===== src/rtl/vending_pkg.sv =====
// Shared types and constants for the vending controller: FSM states,
// credit width and the fixed per-product price table.
package vending_pkg;

    localparam int CREDIT_W = 4;

    typedef logic [CREDIT_W-1:0] credit_t;

    typedef enum logic [2:0] {
        IDLE,
        CHECK,
        DISPENSE,
        REFUND,
        CLEAR
    } state_t;

    // Indexed directly by the 2-bit product select.
    localparam credit_t PRICE [4] = '{4'd3, 4'd5, 4'd8, 4'd12};

    // Saturating subtract: a wrapped coin counter must never yield huge change.
    function automatic credit_t sat_sub(input credit_t a, input credit_t b);
        return (a >= b) ? credit_t'(a - b) : '0;
    endfunction

endpackage


===== src/rtl/credit_sync.sv =====
// Brings the asynchronous coin-counter total into the clk domain and only
// publishes a new value once two consecutive synchronized samples agree.
module credit_sync
    import vending_pkg::*;
(
    input  logic                clk,
    input  logic                reset,
    input  logic [CREDIT_W-1:0] credit,
    output logic [CREDIT_W-1:0] sync_credit
);

    logic [CREDIT_W-1:0] meta_q;
    logic [CREDIT_W-1:0] sync_q;
    logic [CREDIT_W-1:0] prev_q;

    // NOTE: non-blocking assignments make every flop sample the pre-edge value
    // of its neighbour, which is what turns these lines into a shift chain.
    always_ff @(posedge clk) begin
        if (!reset) begin
            meta_q      <= '0;
            sync_q      <= '0;
            prev_q      <= '0;
            sync_credit <= '0;
        end else begin
            meta_q <= credit;
            sync_q <= meta_q;
            prev_q <= sync_q;
            // A multi-bit count can be caught mid-transition; wait for it to settle.
            if (sync_q == prev_q) begin
                sync_credit <= sync_q;
            end
        end
    end

endmodule


===== src/rtl/vending_controller.sv =====
// Vending machine controller: price check, timed dispense strobe, change
// return and a held coin-counter clear, all with registered outputs.
module vending_controller
    import vending_pkg::*;
#(
    parameter int DISP_CYCLES  = 4,
    parameter int CLEAR_CYCLES = 3
) (
    input  logic                clk,
    input  logic                reset,
    input  logic [CREDIT_W-1:0] credit,
    input  logic [1:0]          sel,
    input  logic                buy,
    input  logic                cancel,
    output logic                credit_clear_n,
    output logic                dispense,
    output logic [1:0]          product,
    output logic [CREDIT_W-1:0] change,
    output logic                change_valid,
    output logic                insufficient,
    output logic                busy
);

    localparam logic [3:0] DISP_LAST  = 4'(DISP_CYCLES - 1);
    localparam logic [3:0] CLEAR_LAST = 4'(CLEAR_CYCLES - 1);

    state_t              state;
    logic [3:0]          cnt;
    logic [CREDIT_W-1:0] sync_credit;

    credit_sync u_credit_sync (
        .clk         (clk),
        .reset       (reset),
        .credit      (credit),
        .sync_credit (sync_credit)
    );

    // Outputs are assigned alongside the state transition, so each output
    // is a flop that changes on the same edge as the state it belongs to.
    always_ff @(posedge clk) begin
        if (!reset) begin
            state          <= IDLE;
            cnt            <= '0;
            credit_clear_n <= 1'b1;
            dispense       <= 1'b0;
            product        <= '0;
            change         <= '0;
            change_valid   <= 1'b0;
            insufficient   <= 1'b0;
            busy           <= 1'b0;
        end else begin
            change_valid <= 1'b0;
            change       <= '0;
            insufficient <= 1'b0;

            case (state)
                IDLE: begin
                    if (cancel) begin
                        if (sync_credit != '0) begin
                            state        <= REFUND;
                            busy         <= 1'b1;
                            change_valid <= 1'b1;
                            change       <= sync_credit;
                        end
                    end else if (buy) begin
                        state   <= CHECK;
                        busy    <= 1'b1;
                        product <= sel;
                    end
                end

                CHECK: begin
                    if (sync_credit >= PRICE[product]) begin
                        state    <= DISPENSE;
                        dispense <= 1'b1;
                        cnt      <= '0;
                    end else begin
                        state        <= IDLE;
                        busy         <= 1'b0;
                        insufficient <= 1'b1;
                    end
                end

                DISPENSE: begin
                    if (cnt == DISP_LAST) begin
                        // Credit is re-read here so coins added while dispensing come back.
                        state        <= REFUND;
                        dispense     <= 1'b0;
                        change_valid <= 1'b1;
                        change       <= sat_sub(sync_credit, PRICE[product]);
                    end else begin
                        cnt <= cnt + 4'd1;
                    end
                end

                REFUND: begin
                    state          <= CLEAR;
                    credit_clear_n <= 1'b0;
                    cnt            <= '0;
                end

                CLEAR: begin
                    if (cnt >= CLEAR_LAST && sync_credit == '0) begin
                        state          <= IDLE;
                        busy           <= 1'b0;
                        credit_clear_n <= 1'b1;
                        cnt            <= '0;
                    end else if (cnt < CLEAR_LAST) begin
                        cnt <= cnt + 4'd1;
                    end
                end

                default: begin
                    state          <= IDLE;
                    busy           <= 1'b0;
                    dispense       <= 1'b0;
                    credit_clear_n <= 1'b1;
                    cnt            <= '0;
                end
            endcase
        end
    end

endmodule


===== config.mk =====
export PLATFORM = sky130hd
export DESIGN_NAME = vending_controller
export DESIGN_NICKNAME = d
export VERILOG_FILES = /design/src/rtl/vending_pkg.sv /design/src/rtl/credit_sync.sv /design/src/rtl/vending_controller.sv
export SDC_FILE = /design/constraint.sdc
export NUM_CORES = 1
export LEC_CHECK = 0
export ABC_AREA = 0
export CAP_MARGIN = 30
export CORE_ASPECT_RATIO = 1.25
export CORE_UTILIZATION = 56
export DETAILED_ROUTE_END_ITERATION = 6
export PLACE_DENSITY = 0.81
export SKIP_CTS_REPAIR_TIMING = 1
export SLEW_MARGIN = 25
export SYNTH_ARGS = -nofsm -noshare
export SYNTH_HDL_FRONTEND = slang
export SYNTH_SLANG_ARGS = --single-unit

===== constraint.sdc =====
create_clock -name clk -period 5.7 [get_ports clk]
set_input_delay 1.14 -clock clk [delete_from_list [all_inputs] [get_ports clk]]
set_output_delay 1.14 -clock clk [all_outputs]
set_load 0.05 [all_outputs]

=== After elaboration in Yosys (flattened, before gate mapping) ===
Index checks and enable logic that the tools add are counted.
W data, S select, Z words.

* Flip-flop bits (word level): 34
* Input port bits: 10
* Output and inout bits: 11
* Logic and storage cells: 89

* $add $sub $neg: 2
* Magnitude comparators: 4
* Eq/ne operators: 14
* Multiplexer cells: 36
* Bitwise gates (word level): 6
* Reductions and logical operators: 14

{| class="wikitable"
|+ Operators by type and width
! operator !! number
|-
| $mux W4 || 10
|-
| $pmux W4 S4 || 1
|-
| $mux W3 || 5
|-
| $pmux W3 S5 || 1
|-
| $mux W1 || 12
|-
| $ne A2 B2 Y1 const B || 5
|-
| $ne A3 B3 Y1 const B || 3
|-
| $bmux W4 S2 || 1
|-
| $pmux W4 S2 || 1
|-
| $reduce_and A4 Y1 || 2
|-
| $eq A3 B2 Y1 const B || 2
|-
| $pmux W1 S3 || 2
|-
| $reduce_and A3 Y1 || 2
|-
| $reduce_or A3 Y1 || 2
|-
| $not A1 Y1 || 5
|-
| $reduce_and A5 Y1 || 1
|-
| $add A4 B1 Y4 const B || 1
|-
| $eq A4 B2 Y1 const B || 1
|-
| $eq A4 B4 Y1 || 1
|-
| $ge A4 B2 Y1 const B || 1
|-
| $ge A4 B4 Y1 || 1
|-
| $logic_not A4 Y1 || 1
|-
| $lt A4 B2 Y1 const B || 1
|-
| $pmux W1 S4 || 1
|-
| 12 further kinds || 13
|}

=== Depth between registers and ports, before layout ===
* Depth in word-level cells: 8
* Mapped depth: 8

=== By module ===
From an unflattened synthesis, not the netlist that was laid out.

* Cells, all modules: 166
* Area, all modules: 1565.3 µm²

{| class="wikitable"
|+ By module, submodules not included
! module !! instances !! cells an instance !! area each (µm²) !! seq. area each (µm²)
|-
| vending_controller || 1 || 120 || 1058.5 || 360.3
|-
| credit_sync || 1 || 46 || 506.7 || 320.3
|}

=== Worst setup path after synthesis ===
No wires, ideal clock.

* Path type: register to register
* Start point: reg product[1]
* End point: reg cnt[0]
* Setup time: 0.071 ns
* Arrival time: 2.456 ns
* Required time: 5.629 ns
* Setup slack: 3.173 ns
* Cell stages (with the launch flop): 8
* Path buffers: 0
* Period minus slack after synthesis: 2.527 ns
* Cell sequence: dfxtp_1 > inv_1 > ha_1 > fa_1 > a31oi_1 > nor4_1 > or4_1 > a21oi_1

* Longest elaborated chain between the ends: 7

{| class="wikitable"
|+ RTL lines
! what !! line !! RTL
|-
| start, declared || vending_controller.sv:17 || <nowiki>output logic [1:0] product,</nowiki>
|-
| start signal, assigned || vending_controller.sv:68 || <nowiki>product <= sel;</nowiki>
|-
| $not A2 Y3 (not written as such) || vending_controller.sv:73 || <nowiki>if (sync_credit >= PRICE[product]) begin</nowiki>
|-
| $bmux W4 S2 || vending_controller.sv:73 ||
|-
| $mux W4 (not written as such) (2 in a row) || vending_controller.sv:73 ||
|-
| $ge A4 B4 Y1 || vending_controller.sv:73 ||
|-
| $ne A2 B2 Y1 (no line) || -- ||
|-
| $reduce_and A4 Y1 (no line) || -- ||
|-
| end signal, assigned || vending_controller.sv:92 || <nowiki>cnt <= cnt + 4'd1;</nowiki>
|-
| end signal, assigned || vending_controller.sv:109 || <nowiki>cnt <= cnt + 4'd1;</nowiki>
|-
| end, declared || vending_controller.sv:28 || <nowiki>logic [3:0] cnt;</nowiki>
|}

Every way passes these cells. The select of a mux whose other input is x is not followed.
A chain may end at the register's enable or synchronous reset.

==> reports/summary.json <==
{
  "clocking": {
    "cts.sinks": 34,
    "clk_path_buf_depth": 2,
    "max_h_tree_level": 2,
    "clkTransAtPathRegs_ns": 0.10,
    "clock_latency_ns": 0.32,
    "tritoncts.num_buffers": 5,
    "root_buffer": "clkbuf_4",
    "cts_tree": "yes"
  },
  "critical_path": {
    "path_cells": "clkdlybuf4s50_1 -> inv_1 -> or3_1 -> a211oi_1",
    "reg2reg_path_depth": 7,
    "timing.critical_path.from_type": "input pin",
    "crit_required_ns": 5.94,
    "r2r-end": "cnt[1]",
    "ff2ff_setup_slack_ns": 3.17,
    "arrival_time_of_data_at_the_critical_path_endpoint_ns": 2.90,
    "critical-path-slowest-cell": "clkdlybuf4s50_1",
    "worstSetupStartpoint": "reset",
    "r2r-start": "product[1]",
    "cpPeakStageDelay_ns": 0.74,
    "critical-path-top-delay-family": "buffers and inverters",
    "crit_buf_inv": 2,
    "worst-setup-path-type": "input pin to flop",
    "cp_max_fo": 17,
    "setup.worst_path.end_class": "flop"
  },
  "yosys": {
    "synth_edf_count": 0,
    "synthDistinctLibCells": 38,
    "dominant_register_cell_in_the_synthesized_netlist": "dfxtp_1",
    "synthesis.area_per_instance_um2": 9.473,
    "largest_area_contributor_in_the_netlist": "dfxtp_1",
    "synth_top_cells_by_area": "dfxtp_1 45%, and2_1 6.2%, ha_1 5.7%",
    "synthCells": 161,
    "async_reset_ff_frac": 0,
    "postSynthRegisterBits": 34,
    "yosys.area.top_type_share": 0.4463,
    "synth_most_common_cell": "dfxtp_1",
    "synth_sequential_area_ratio": 0.4463,
    "syn_area_um2": 1525,
    "yosys-top-cells-count": "34 x dfxtp_1, 15 x and2_1, 13 x nor2_1",
    "yosysWarnings": 0,
    "synthesis.nets": 179
  },
  "timing": {
    "hold-worst-slack_ns": 0.4331,
    "relSlewSlack": 0.5124,
    "fmax_ghz": 0.3762,
    "number_of_setup_violations_in_the_final_report": 0,
    "rsz0062_at_grt": "no",
    "timing_worst_slew_pin_value_ns": 0.7247,
    "period_share": 0.4663,
    "timing.final.hold_violations": 0,
    "finalClockSkew_ns": 0.009535,
    "post-route-min-period_ns": 2.658,
    "drv_slew": 0,
    "setup_tns_ns": 0
  },
  "pwr": {
    "ir_worst_vdd_v": 0.0002931,
    "total_leakage_power_nw": 0.7122,
    "power-per-cell-area_nw_per_um2": 290.7
  },
  "grt": {
    "grt_use_total": 0.2314,
    "initial_antenna_violation_count": 0,
    "grt_pass1_wl_um": 5133,
    "grt_start_max_net_pins": 18,
    "first_global_vias": 1260,
    "global_route.overflow_total": 0
  },
  "floorplan": {
    "start_util": 0.6095,
    "top_level_ports": 21,
    "die-height_um": 60.35,
    "rows": 20,
    "dieWidth_um": 48.68,
    "die_area_um2": 2938,
    "core_region_area_um2": 2502
  },
  "detailed_routing": {
    "drt-met1-wl_um": 1286,
    "detail_route.vias_per_cell": 5.693,
    "detailroute.wirelength.met3_um": 92,
    "drc_errors": 0,
    "drt-pass1-iter-count": 4,
    "drt_iter0_drc": 29,
    "postRouteWirelength_um": 2905,
    "detail_route.wl_per_cell_um": 13.33,
    "met2WireLength_um": 1476,
    "topRoutingLayerUsed": "met4",
    "postRouteAntennaNets": 0,
    "routed-via-count": 1241
  },
  "worst_hold_path": {
    "min_to": "u_credit_sync.sync_q[1]",
    "hold_start": "u_credit_sync.meta_q[1]",
    "hold_path_class": "flop to flop",
    "min_path_cells": 1
  },
  "final_layout": {
    "layout-area-overhead-vs-synth_pct": 18.79,
    "finish.net_count": 202,
    "count_of_inserted_antenna_diode_cells": 0,
    "drive_above_1_share": 0.06486
  },
  "outcome": {
    "run_status": "finished clean"
  },
  "placement": {
    "buffer_ports.inserted": 20,
    "place.gp.congestion": 0.8863,
    "place_hpwl_um": 2232
  },
  "job": {
    "drv.max_cap_violation_count": 0
  }
}
## area by class of cell
cell class | instances | area [um2]
clock buffer | 7 | 55.05
clock inverter | 1 | 5.005
fill | 197 | 690.7
inverter | 9 | 33.78
multi-input combinational | 114 | 795.8
sequential | 34 | 680.7
tap | 33 | 41.29
timing repair buffer | 20 | 200.2
## power by group
part           internal (W)  leakage [nW]  switching [W]
Clock             0.0000598        0.0353      0.0000737
Combinational     0.0000542         0.400      0.0000745
Sequential         0.000251         0.277      0.0000132
Total              0.000365         0.712       0.000161
## placed cells by master, fill, tap and decap left out, types with 2 or more instances in the layout
| cell | n |
|---|---|
| a21oi_1 | 6 |
| or3b_2 | 2 |
| a2bb2oi_1 | 3 |
| inv_1 | 9 |
| clkbuf_4 | 5 |
| or4_1 | 3 |
| a32o_1 | 2 |
| xnor2_1 | 4 |
| o21bai_1 | 2 |
| clkdlybuf4s50_1 | 20 |
| nor3b_1 | 2 |
| o21a_1 | 2 |
| nand2_1 | 8 |
| and2_1 | 15 |
| nor3_1 | 4 |
| mux2i_1 | 6 |
| a211oi_1 | 2 |
| o21ai_0 | 7 |
| ha_1 | 7 |
| a31oi_1 | 2 |
| nor4_1 | 3 |
| o211ai_1 | 4 |
| dfxtp_1 | 34 |
| nand2b_1 | 2 |
| nor2_1 | 13 |
| nor2b_1 | 2 |
## state kept, by name, summed over array words and instances (netlist names)
register / flops
busy: 1
change: 4
change_valid: 1
cnt: 4
credit_clear_n: 1
dispense: 1
insufficient: 1
product: 2
state: 3
u_credit_sync.meta_q: 4
u_credit_sync.prev_q: 4
u_credit_sync.sync_credit: 4
u_credit_sync.sync_q: 4
## worst max path at each step
stage / depth (start not counted) / slack [ns] / end
global placement: 4 / 2.75 / state[0]
finish: 4 / 3.04 / state[0]
floorplan: 7 / 3.17 / cnt[0]
detailed placement: 4 / 2.68 / state[0]
CTS: 4 / 3.01 / state[0]
global route: 4 / 2.83 / state[0]
## kinds of logic after synthesis
kind of cell / Yosys count / share of synthesized area
buf+inv: 13 / 0.03199
xor+xnor: 5 / 0.02871
flops: 34 / 0.4463
compound gates: 34 / 0.1534
mux: 6 / 0.03938
fa+ha+maj: 8 / 0.07055
simple gates: 61 / 0.2297
## metal layers
metal,vias to the layer above,global-route usage
met5,-,0
met4,0,0.1176
met3,4,0.06015
met2,28,0.4246
met1,587,0.2500
li1,622,-
## worst reg2reg max path: cells and delay by family, from the launching register on
| kind | cells | cell delay, ns |
|---|---|---|
| AND/OR/NAND/NOR | 2 | 0.76 |
| buffers and inverters | 1 | 0.09 |
| AO/OA/AOI/OAI | 2 | 0.62 |
| adder cells (fa/ha/maj) | 2 | 0.64 |
| flip-flops | 1 | 0.37 |
## per-stage QoR
step	setup WS [ns]	cells	cell area [um2]	util	power, W
finish	3.042	218	1812	0.7240	0.0005268
global route	2.828	218	1812	0.7240	0.0005574
CTS	3.011	218	1812	0.7240	0.0005297
detailed placement	2.680	210	1752	0.7000	0.0003975
global placement	2.750	210	1752	0.7000	0.0003940
floorplan	3.173	161	1525	-	0.0003609
Power figures use the tool's default switching activity.
